--- config.mk ---
export PLATFORM = sky130hd
export DESIGN_NAME = tug_key_conditioner
export DESIGN_NICKNAME = d
export VERILOG_FILES = /design/src/rtl/tug_key_conditioner.sv
export SDC_FILE = /design/constraint.sdc
export NUM_CORES = 1
export LEC_CHECK = 0
export BUFFER_PORTS_ARGS = -buffer_cell sky130_fd_sc_hd__buf_2
export CAP_MARGIN = 0
export CORE_AREA = 3 3 40 42
export CTS_CLUSTER_DIAMETER = 60
export CTS_CLUSTER_SIZE = 8
export DETAILED_ROUTE_END_ITERATION = 10
export DIE_AREA = 0 0 43 45
export GPL_TIMING_DRIVEN = 0
export PLACE_DENSITY = 0.68
export SLEW_MARGIN = 25
export SYNTH_ARGS = -nofsm -noshare
export SYNTH_HDL_FRONTEND = slang
export SYNTH_SLANG_ARGS = --single-unit
--- constraint.sdc ---
create_clock -name clk -period 2.86 [get_ports clk]
set_input_delay 0.286 -clock clk [delete_from_list [all_inputs] [get_ports clk]]
set_output_delay 0.286 -clock clk [all_outputs]
set_load 0.01 [all_outputs]
--- src/rtl/tug_key_conditioner.sv ---
// Tug-of-war key input stage: sync, debounce and one-shot press pulses per player.
// Optional AUTO_REPEAT_EN adds periodic repeat pulses while a key stays held.
module tug_key_conditioner #(
  parameter int DEBOUNCE_CYCLES = 4,
  parameter int REPEAT_CYCLES   = 16,
  parameter int ACTIVE_LOW      = 1
) (
  input  logic clk,
  input  logic reset,
  input  logic key_l,
  input  logic key_r,
  output logic L,
  output logic R
);

  localparam int   CW  = $clog2(DEBOUNCE_CYCLES + 1);
  localparam logic REL = (ACTIVE_LOW != 0);

  if (DEBOUNCE_CYCLES < 1 || REPEAT_CYCLES < 1) begin : g_param_chk
    $error("DEBOUNCE_CYCLES and REPEAT_CYCLES must be >= 1");
  end

  typedef enum logic [1:0] {
    IDLE,
    PRESS_WAIT,
    HELD,
    REL_WAIT
  } state_t;

  logic [1:0] w_raw;
  logic [1:0] w_pulse;

  assign w_raw = {key_r, key_l};
  assign L     = w_pulse[0];
  assign R     = w_pulse[1];

  for (genvar g = 0; g < 2; g++) begin : g_ch
    logic          r_s1;
    logic          r_s2;
    logic          w_pressed;
    state_t        r_state;
    state_t        w_state_nxt;
    logic [CW-1:0] r_cnt;
    logic [CW-1:0] w_cnt_nxt;
    logic          r_pulse;
    logic          w_pulse_nxt;
    logic          w_rep;

    assign w_pressed  = r_s2 ^ REL;
    assign w_pulse[g] = r_pulse;

    always_ff @(posedge clk) begin
      if (reset) begin
        r_s1    <= REL;
        r_s2    <= REL;
        r_state <= IDLE;
        r_cnt   <= '0;
        r_pulse <= 1'b0;
      end else begin
        r_s1    <= w_raw[g];
        r_s2    <= r_s1;
        r_state <= w_state_nxt;
        r_cnt   <= w_cnt_nxt;
        r_pulse <= w_pulse_nxt;
      end
    end

`ifdef AUTO_REPEAT_EN
    localparam int RW = $clog2(REPEAT_CYCLES + 1);
    logic [RW-1:0] r_rcnt;
    logic [RW-1:0] w_rcnt_nxt;

    always_ff @(posedge clk) begin
      if (reset) r_rcnt <= '0;
      else       r_rcnt <= w_rcnt_nxt;
    end

    // Repeat timer runs only while HELD; any HELD entry restarts it.
    always_comb begin
      w_rep      = 1'b0;
      w_rcnt_nxt = r_rcnt;
      if (w_state_nxt == HELD && r_state != HELD) begin
        w_rcnt_nxt = '0;
      end else if (r_state == HELD && w_pressed) begin
        if (r_rcnt == RW'(REPEAT_CYCLES - 1)) begin
          w_rep      = 1'b1;
          w_rcnt_nxt = '0;
        end else begin
          w_rcnt_nxt = r_rcnt + 1'b1;
        end
      end
    end
`else
    assign w_rep = 1'b0;
`endif

    always_comb begin
      w_state_nxt = r_state;
      w_cnt_nxt   = r_cnt;
      w_pulse_nxt = w_rep;
      unique case (r_state)
        IDLE: begin
          if (w_pressed) begin
            w_state_nxt = PRESS_WAIT;
            w_cnt_nxt   = CW'(1);
          end
        end
        PRESS_WAIT: begin
          if (!w_pressed) begin
            w_state_nxt = IDLE;
            w_cnt_nxt   = '0;
          end else if (r_cnt == CW'(DEBOUNCE_CYCLES)) begin
            w_state_nxt = HELD;
            w_cnt_nxt   = '0;
            w_pulse_nxt = 1'b1;
          end else begin
            w_cnt_nxt = r_cnt + 1'b1;
          end
        end
        HELD: begin
          if (!w_pressed) begin
            w_state_nxt = REL_WAIT;
            w_cnt_nxt   = CW'(1);
          end
        end
        REL_WAIT: begin
          if (w_pressed) begin
            w_state_nxt = HELD;
            w_cnt_nxt   = '0;
          end else if (r_cnt == CW'(DEBOUNCE_CYCLES)) begin
            w_state_nxt = IDLE;
            w_cnt_nxt   = '0;
          end else begin
            w_cnt_nxt = r_cnt + 1'b1;
          end
        end
        default: begin
          w_state_nxt = IDLE;
          w_cnt_nxt   = '0;
        end
      endcase
    end
  end

endmodule

==> flow_summary_export.csv, run 1 <==
group,metric,value,unit
cts,clock_latency,0.27,ns
cts,root_buffer,"clkbuf_4",
cts,h-tree-depth,1,
worst_setup_path,r2r_slack,1.66,ns
run,max_cap_violations,0,
layout,diodes,0,
synth,syn_area_per_cell,9.894,um^2
sta,setup_viol_count_final,0,
power_and_ir_drop,p_leak,0.2792,nW
die,io_pins,6,
grt,grt_max_degree,11,
hold_path,hold_class,"in2reg",
worst_setup_path,crit_type,"reg2reg",
worst_setup_path,critPathMaxFanout,4,
synth,yosys.area.top_type,"dfxtp_1",
drt,first_pass_iters,2,
sta,finalSetupTns,0,ns
drt,finalWirelength,957,um
grt,grt_overflow,0,
sta,grt_setup_unrepaired,"no",
drt,avgRoutedWirePerCell,10.88,um
synth,synthCells,65,
drt,dr.first_iter.drc_count,7,
synth,synthTopCellsByArea,"dfxtp_1 50%, ha_1 7.8%, or2_2 3.9%",
layout,num-fill-cells,130,
synth,synth_top_area_frac,0.4981,
synth,syn_nets,73,
layout,area_growth,10.31,%
power_and_ir_drop,p_per_area,506.0,nW/um^2
layout,drive_above_1_share,0.1781,
layout,nets,83,
sta,final_hold_viol_count,0,
die,dieArea,1935,um^2
die,core_area,1285,um^2
sta,max_freq,832.9,MHz
hold_path,holdPathStages,2,
worst_setup_path,critPathCaptureType,"register",
cts,cts_buffers,3,
sta,period_share,0.4198,
drt,vias,469,
cts,cts_setup_buffers,0,
placed_design,gp_congestion,0.7026,
sta,slew_headroom,0.7284,
power_and_ir_drop,peakVddDrop,0.3479,mV
sta,worst_pin_slew,0.4045,ns
placed_design,port_buffers,5,
cts,clkSinkCount,16,
grt,grt_pass1_wl,1.766,mm
synth,yosysSeqAreaShare,0.4981,
outcome,outcome,"finished clean",
cts,cts_tree,"yes",
placed_design,hpwl,697.4,um
synth,synth_cell_types,26,
grt,grt_usage,0.1216,
grt,grt_antenna_before_repair,0,
drt,drc,0,
worst_setup_path,cp-startpoint,"g_ch[0].r_cnt[0]",
synth,ys_seq_elements,16,
drt,ant_nets,0,
sta,clock-skew-final,0.0003948,ns
cts,clk_pin_slew,0.09,ns
die,rows,13,
drt,viasPerCell,5.330,
hold_path,min_from,"key_r",
worst_setup_path,startpoint_type,"register",
grt,first_global_vias,452,
die,die_h,45,um
worst_setup_path,r2r_start,"g_ch[0].r_cnt[0]",
cts,holdBufCountCts,0,
sta,period_needed,1.201,ns
hold_path,holdPathEnd,"g_ch[1].r_s1",
worst_setup_path,crit_required,3.04,ns
synth,syn_area,643.1,um^2
power_and_ir_drop,total_power,0.3590,mW
cts,cts_buffer_depth,2,
synth,yosysWarnings,0,
sta,maxSlewViolCount,0,
cts,cts_resized,0,
die,start_util,0.5005,
die,die-width,43,um
worst_setup_path,cp.arrival,1.38,ns
worst_setup_path,reg2regPathDepth,4,
-- critical path: stages, from the launching register on --
cell	delay [ns]
dfxtp_1	0.35
inv_1	0.07
ha_1	0.22
and3_1	0.22
a211oi_1	0.26
-- synth_stat cells, drive strengths merged --
cell    count
or3b        1
ha          4
a21oi       4
xor2        1
or3         2
o211ai      1
nand2       2
o22ai       1
a221oi      1
nand4       1
nor4b       2
and3        2
or2         4
buf         1
nand3       2
dfxtp      16
nor3        1
a211oi      2
nand4b      1
nor2        4
nor3b       2
nand3b      1
xnor2       2
and2b       1
a31oi       1
inv         5
-- worst max-delay path by stage --
stage                     cells after the start          endpoint
after CTS                                     4          register
after global placement                        4          register
final                                         4          register
after global routing                          5  g_ch[1].r_cnt[2]
after detailed placement                      4          register
after floorplan                               4          register
-- per-stage QoR --
step	instance area [um^2]	instances	hold WS [ns]	utilization	worst slack, ns
2_1_floorplan	643.1	65	0.3633	-	1.777
5_1_grt	709.4	88	0.1828	0.5521	1.565
3_5_place_dp	686.9	85	0.4025	0.5346	1.669
3_3_place_gp	686.9	85	0.3953	0.5346	1.690
4_1_cts	709.4	88	0.1878	0.5521	1.642
6_report	709.4	88	0.1926	0.5521	1.659
-- final cells by class --
cell class | count | area (um^2) | share of cell area
Tap cell | 15 | 18.77 | 0.02646
Buffer | 1 | 5.005 | 0.007055
Multi-Input combinational cell | 43 | 299.0 | 0.4215
Clock buffer | 3 | 22.52 | 0.03175
Inverter | 5 | 18.77 | 0.02646
Sequential cell | 16 | 320.3 | 0.4515
Timing Repair Buffer | 5 | 25.02 | 0.03527
-- power breakdown --
part	total, mW	leakage (nW)	switching (mW)	internal, mW
Clock	0.110	0.0138	0.0615	0.0486
Sequential	0.231	0.130	0.00385	0.228
Combinational	0.0174	0.135	0.00936	0.00805
Total	0.359	0.279	0.0747	0.284
-- cells by family after synthesis --
family / Yosys count / synth area share
simple gates: 26 / 0.2471
flops: 16 / 0.4981
compound gates: 10 / 0.09924
buf+inv: 6 / 0.03696
fa+ha+maj: 4 / 0.07782
xor+xnor: 3 / 0.04086
-- cell usage in the layout, fill, tap and decap left out, drive strengths merged, types with 2 or more instances in the layout --
cell type	instances
nor2	4
buf	6
a21oi	4
or2	4
nor3b	2
ha	4
nand3	2
inv	5
nor4b	2
nand2	2
or3	2
dfxtp	16
and3	2
clkbuf	3
xnor2	2
a211oi	2
-- layer usage --
layer | GRT usage | vias to the layer above | part of all wire
met1 | 0.1453 | 214 | 0.52
li1 | - | 248 | -
met3 | 0.03586 | 2 | 0.026
met5 | 0 | - | 0
met4 | 0.07229 | 0 | 0.023
met2 | 0.1946 | 5 | 0.43
Power figures use the tool's default switching activity.
==> run 2, diff against run 1 <==
--- a/config.mk
+++ b/config.mk
@@ -7,13 +7,13 @@
 export LEC_CHECK = 0
 export BUFFER_PORTS_ARGS = -buffer_cell sky130_fd_sc_hd__buf_2
 export CAP_MARGIN = 0
-export CORE_AREA = 3 3 40 42
+export CORE_MARGIN = 3
+export CORE_UTILIZATION = 48
 export CTS_CLUSTER_DIAMETER = 60
 export CTS_CLUSTER_SIZE = 8
 export DETAILED_ROUTE_END_ITERATION = 10
-export DIE_AREA = 0 0 43 45
 export GPL_TIMING_DRIVEN = 0
-export PLACE_DENSITY = 0.68
+export PLACE_DENSITY = 0.7
 export SLEW_MARGIN = 25
 export SYNTH_ARGS = -nofsm -noshare
 export SYNTH_HDL_FRONTEND = slang
==> constraint.sdc (replaced) <==
create_clock -name clk -period 1 [get_ports clk]
set_input_delay 0.1 -clock clk [delete_from_list [all_inputs] [get_ports clk]]
set_output_delay 0.1 -clock clk [all_outputs]
set_load 0.01 [all_outputs]
==> flow_summary_export.csv, run 2 (synthesis results as in run 1) <==
group,metric,value,unit
grt,grt_pass1_wl,2.449,mm
layout,final_common_cell,"dfxtp_1",
layout,seqCellArea,341.6,um^2
drt,ant_nets,0,
grt,grt_overflow,0,
die,die-width,42.61,um
drt,dr.first_iter.drc_count,18,
placed_design,placed_area,716.9,um^2
power_and_ir_drop,total_power,1.205,mW
hold_path,hold_class,"in2reg",
worst_setup_path,critPathMaxStageDelay,0.39,ns
cts,clk_pin_slew,0.10,ns
die,start_util,0.5422,
cts,clock_latency,0.28,ns
worst_setup_path,startpoint_type,"register",
worst_setup_path,r2r_slack,-0.15,ns
cts,clkSinkCount,16,
grt,grt_usage,0.1841,
sta,max_freq,871.0,MHz
worst_setup_path,crit_required,1.19,ns
cts,cts_buffer_depth,2,
die,dieArea,1815,um^2
worst_setup_path,critPathMaxFanout,4,
power_and_ir_drop,peakVddDrop,1.230,mV
sta,period_needed,1.148,ns
worst_setup_path,critPathSlowestCell,"dfxtp_4",
hold_path,holdPathStages,2,
layout,diodes,0,
die,die_h,42.61,um
outcome,violations,"negative setup slack",
outcome,outcome,"finished, violations left",
sta,fin_ws,-0.1480,ns
worst_setup_path,path_buf_inv,1,
sta,clock-skew-final,0.002117,ns
sta,setup_viol_count_final,10,
sta,period_share,1.148,
sta,maxSlewViolCount,0,
layout,area_growth,52.72,%
layout,num-fill-cells,59,
power_and_ir_drop,p_per_area,1227,nW/um^2
hold_path,min_from,"reset",
cts,root_buffer,"clkbuf_4",
placed_design,port_buffers,5,
sta,hold_ws,0.09418,ns
drt,viasPerCell,5.567,
layout,final_cell_mix,"9 x dfxtp_1, 6 x buf_2, 6 x buf_4",
die,rows,12,
layout,fin_util,0.8281,
worst_setup_path,critPathCaptureType,"register",
worst_setup_path,crit_type,"reg2reg",
layout,drive_above_1_share,0.6386,
sta,final_hold_viol_count,0,
cts,cts_tree,"yes",
drt,drc,0,
drt,vias,540,
worst_setup_path,crit_family,"flip-flops",
placed_design,gp_congestion,0.7341,
hold_path,holdPathEnd,"L",
worst_setup_path,cp.arrival,1.34,ns
die,core_area,1186,um^2
worst_setup_path,reg2regPathDepth,5,
sta,grt_setup_unrepaired,"yes",
sta,worst_pin_slew,0.2677,ns
drt,first_pass_iters,4,
drt,avgRoutedWirePerCell,18.14,um
placed_design,hpwl,732.5,um
worst_setup_path,r2r_start,"g_ch[1].r_cnt[0]",
run,max_cap_violations,0,
cts,cts_buffers,3,
worst_setup_path,crit_chain,"inv_4 -> ha_4 -> and3_4 -> nor2_2 -> a211oi_2",
power_and_ir_drop,p_leak,0.3591,nW
grt,grt_max_degree,11,
grt,first_global_vias,557,
drt,finalWirelength,1.760,mm
grt,grt_antenna_before_repair,0,
cts,h-tree-depth,1,
die,io_pins,6,
layout,finish.instance_area,982.2,um^2
layout,nets,92,
layout,multiInputGateArea,459.2,um^2
sta,slew_headroom,0.8215,
-- run 2: cell count changes in the layout (fill, tap and decap cells not counted), moves of 3 or more --
cell	delta
buf_4	+6
dfxtp_1	-7
dfxtp_4	+5
ha_1	-3
inv_1	-4
inv_2	+3
-- run 2: worst max path at each step --
stage | slack [ns] | from | cells past startpoint | endpoint
after floorplan | -0.004 | g_ch[1].r_cnt[1] | 5 | g_ch[1].r_cnt[2]
final | -0.15 | g_ch[1].r_cnt[0] | 5 | register
after global placement | -0.08 | g_ch[1].r_cnt[0] | 4 | R
after CTS | -0.06 | g_ch[1].r_s2 | 3 | g_ch[1].r_cnt[2]
after detailed placement | -0.11 | g_ch[1].r_cnt[0] | 4 | R
after global routing | -0.19 | g_ch[1].r_cnt[0] | 5 | register
-- run 2: power breakdown --
| part | internal, mW | switching [mW] | total [mW] |
|---|---|---|---|
| Combinational | 0.0535 | 0.0468 | 0.100 |
| Sequential | 0.642 | 0.0196 | 0.662 |
| Clock | 0.221 | 0.222 | 0.443 |
-- run 2: what timing repair did --
action,in CTS,in global routing
pin swaps,5,5
resized for setup,26,10
endpoints found under the hold margin,2,0
setup buffers,5,2
hold buffers,2,0
endpoints found under the setup margin,10,12
-- run 2: layer usage --
| layer | up-vias | global-route usage | part of all wire |
|---|---|---|---|
| met5 | - | 0 | 0 |
| met4 | 0 | 0.05590 | 0.015 |
| met3 | 4 | 0.03863 | 0.031 |
| met2 | 16 | 0.3495 | 0.53 |
| met1 | 253 | 0.1990 | 0.42 |
| li1 | 267 | - | - |
-- run 2: layout make-up --
type / count / share of cell area
Sequential cell: 16 / 0.3478
Timing Repair Buffer: 14 / 0.1032
Buffer: 1 / 0.005096
Multi-Input combinational cell: 43 / 0.4675
Inverter: 5 / 0.02166
Tap cell: 14 / 0.01783
Clock buffer: 4 / 0.03694
-- run 2: metrics by stage --
stage	setup TNS [ns]	setup WS, ns	instances
after floorplan	-0.007958	-0.004266	65
after global placement	-0.3350	-0.08458	84
after detailed placement	-0.5386	-0.1064	84
after CTS	-0.3011	-0.06059	95
after global routing	-1.209	-0.1859	97
final	-0.7962	-0.1480	97
==> run 3, diff against run 2 <==
--- a/config.mk
+++ b/config.mk
@@ -9,6 +9,7 @@
 export CAP_MARGIN = 0
 export CORE_MARGIN = 3
 export CORE_UTILIZATION = 48
+export CTS_BUF_LIST = sky130_fd_sc_hd__clkbuf_8 sky130_fd_sc_hd__clkbuf_16
 export CTS_CLUSTER_DIAMETER = 60
 export CTS_CLUSTER_SIZE = 8
 export DETAILED_ROUTE_END_ITERATION = 10
==> flow_summary_export.csv, run 3 (synthesis results as in run 1) <==
group,metric,value,unit
cts,clkSinkCount,16,
drt,dr.first_iter.drc_count,9,
run,max_cap_violations,0,
sta,worst_pin_slew,0.2254,ns
grt,grt_usage,0.1649,
drt,finalWirelength,1.423,mm
die,start_util,0.5422,
drt,ant_nets,0,
layout,fin_util,0.8217,
cts,cts_buffers,3,
grt,grt_pass1_wl,2.201,mm
grt,grt_antenna_before_repair,0,
cts,cts_buffer_depth,2,
layout,area_growth,51.56,%
die,core_area,1186,um^2
worst_setup_path,crit_type,"reg2reg",
cts,cts_tree,"yes",
sta,fin_ws,-0.08875,ns
placed_design,gp_congestion,0.7341,
placed_design,hpwl,732.5,um
worst_setup_path,crit_required,1.18,ns
worst_setup_path,startpoint_type,"register",
worst_setup_path,cp.arrival,1.27,ns
placed_design,port_buffers,5,
die,dieArea,1815,um^2
grt,grt_max_degree,11,
placed_design,dp_slack,-0.1064,ns
die,io_pins,6,
drt,first_pass_iters,4,
grt,first_global_vias,530,
sta,maxSlewViolCount,0,
worst_setup_path,critPathMaxStageDelay,0.36,ns
outcome,outcome,"finished, violations left",
drt,drc,0,
cts,h-tree-depth,1,
sta,period_needed,1.089,ns
drt,viasPerCell,5.479,
layout,nets,91,
worst_setup_path,critPathSlowestCell,"dfxtp_4",
hold_path,hold_class,"in2reg",
sta,max_freq,918.5,MHz
power_and_ir_drop,p_leak,0.3631,nW
power_and_ir_drop,peakVddDrop,1.256,mV
drt,vias,526,
sta,grt_setup_unrepaired,"yes",
sta,hold_ws,0.02935,ns
layout,num-fill-cells,57,
sta,final_hold_viol_count,0,
power_and_ir_drop,p_per_area,1360,nW/um^2
die,die-width,42.61,um
sta,setup_viol_count_final,8,
sta,slew_headroom,0.8496,
outcome,violations,"negative setup slack",
cts,clock_latency,0.25,ns
cts,clk_pin_slew,0.06,ns
grt,grt_overflow,0,
cts,root_buffer,"clkbuf_8",
sta,period_share,1.089,
cts,holdBufCountCts,0,
worst_setup_path,crit_chain,"xnor2_4 -> or3b_1 -> a21oi_1",
sta,clock-skew-final,0.002797,ns
worst_setup_path,critPathMaxFanout,5,
layout,diodes,0,
drt,avgRoutedWirePerCell,14.82,um
die,die_h,42.61,um
worst_setup_path,critPathCaptureType,"register",
layout,drive_above_1_share,0.6341,
layout,final_cell_mix,"8 x dfxtp_1, 8 x buf_4, 6 x buf_2",
die,rows,12,
-- run 3: path summary, 6_finish.rpt --
check,start,to,slack [ns],depth (start not counted)
max reg2reg,g_ch[1].r_s2,g_ch[1].r_cnt[2],-0.09,3
min reg2reg,g_ch[0].r_s1,g_ch[0].r_s2,0.41,1
min,key_r,g_ch[1].r_s1,0.03,2
max,g_ch[1].r_s2,g_ch[1].r_cnt[2],-0.09,3
-- run 3: where the power goes --
group	internal, mW	total (mW)	switching, mW
Clock	0.349	0.572	0.223
Sequential	0.643	0.660	0.0175
Combinational	0.0499	0.0934	0.0435
Total	1.04	1.33	0.284
-- run 3: routing by layer --
layer	part of all wire	track usage	vias to the layer above
li1	-	-	267
met1	0.48	0.1837	245
met2	0.46	0.2888	10
met3	0.037	0.06438	4
met4	0.025	0.04348	0
met5	0	0	-
-- run 3: worst max-delay path, delay by kind of cell, from the launching register on --
kind | cells | cell delay, ns
flops | 1 | 0.36
xor+xnor | 1 | 0.16
simple gates | 1 | 0.35
compound gates | 1 | 0.15
-- run 3: through the flow --
stage / std cells / cell area [um^2] / setup TNS, ns / total power, mW
final: 96 / 974.7 / -0.3816 / 1.326
after global routing: 96 / 974.7 / -0.9208 / 1.364
after CTS: 93 / 924.6 / -0.2363 / 1.312
after detailed placement: 84 / 716.9 / -0.5386 / 0.7324
after global placement: 84 / 716.9 / -0.3350 / 0.7301
after floorplan: 65 / 674.4 / -0.007958 / 0.7139
-- run 3: timing repair --
item | in CTS | in global routing
buffers inserted | 5 | 3
resized for setup | 25 | 8
hold endpoints to repair | 0 | 0
pin swaps | 4 | 5
endpoints found under the setup margin | 10 | 12
-- run 3: area by class of cell --
type | count | area, um^2 | share of cell area
multi-input combinational | 43 | 447.9 | 0.4596
sequential | 16 | 342.8 | 0.3517
timing repair buffer | 13 | 85.08 | 0.08729
clock buffer | 4 | 55.05 | 0.05648
inverter | 5 | 21.27 | 0.02182
tap | 14 | 17.52 | 0.01797
buffer | 1 | 5.005 | 0.005135
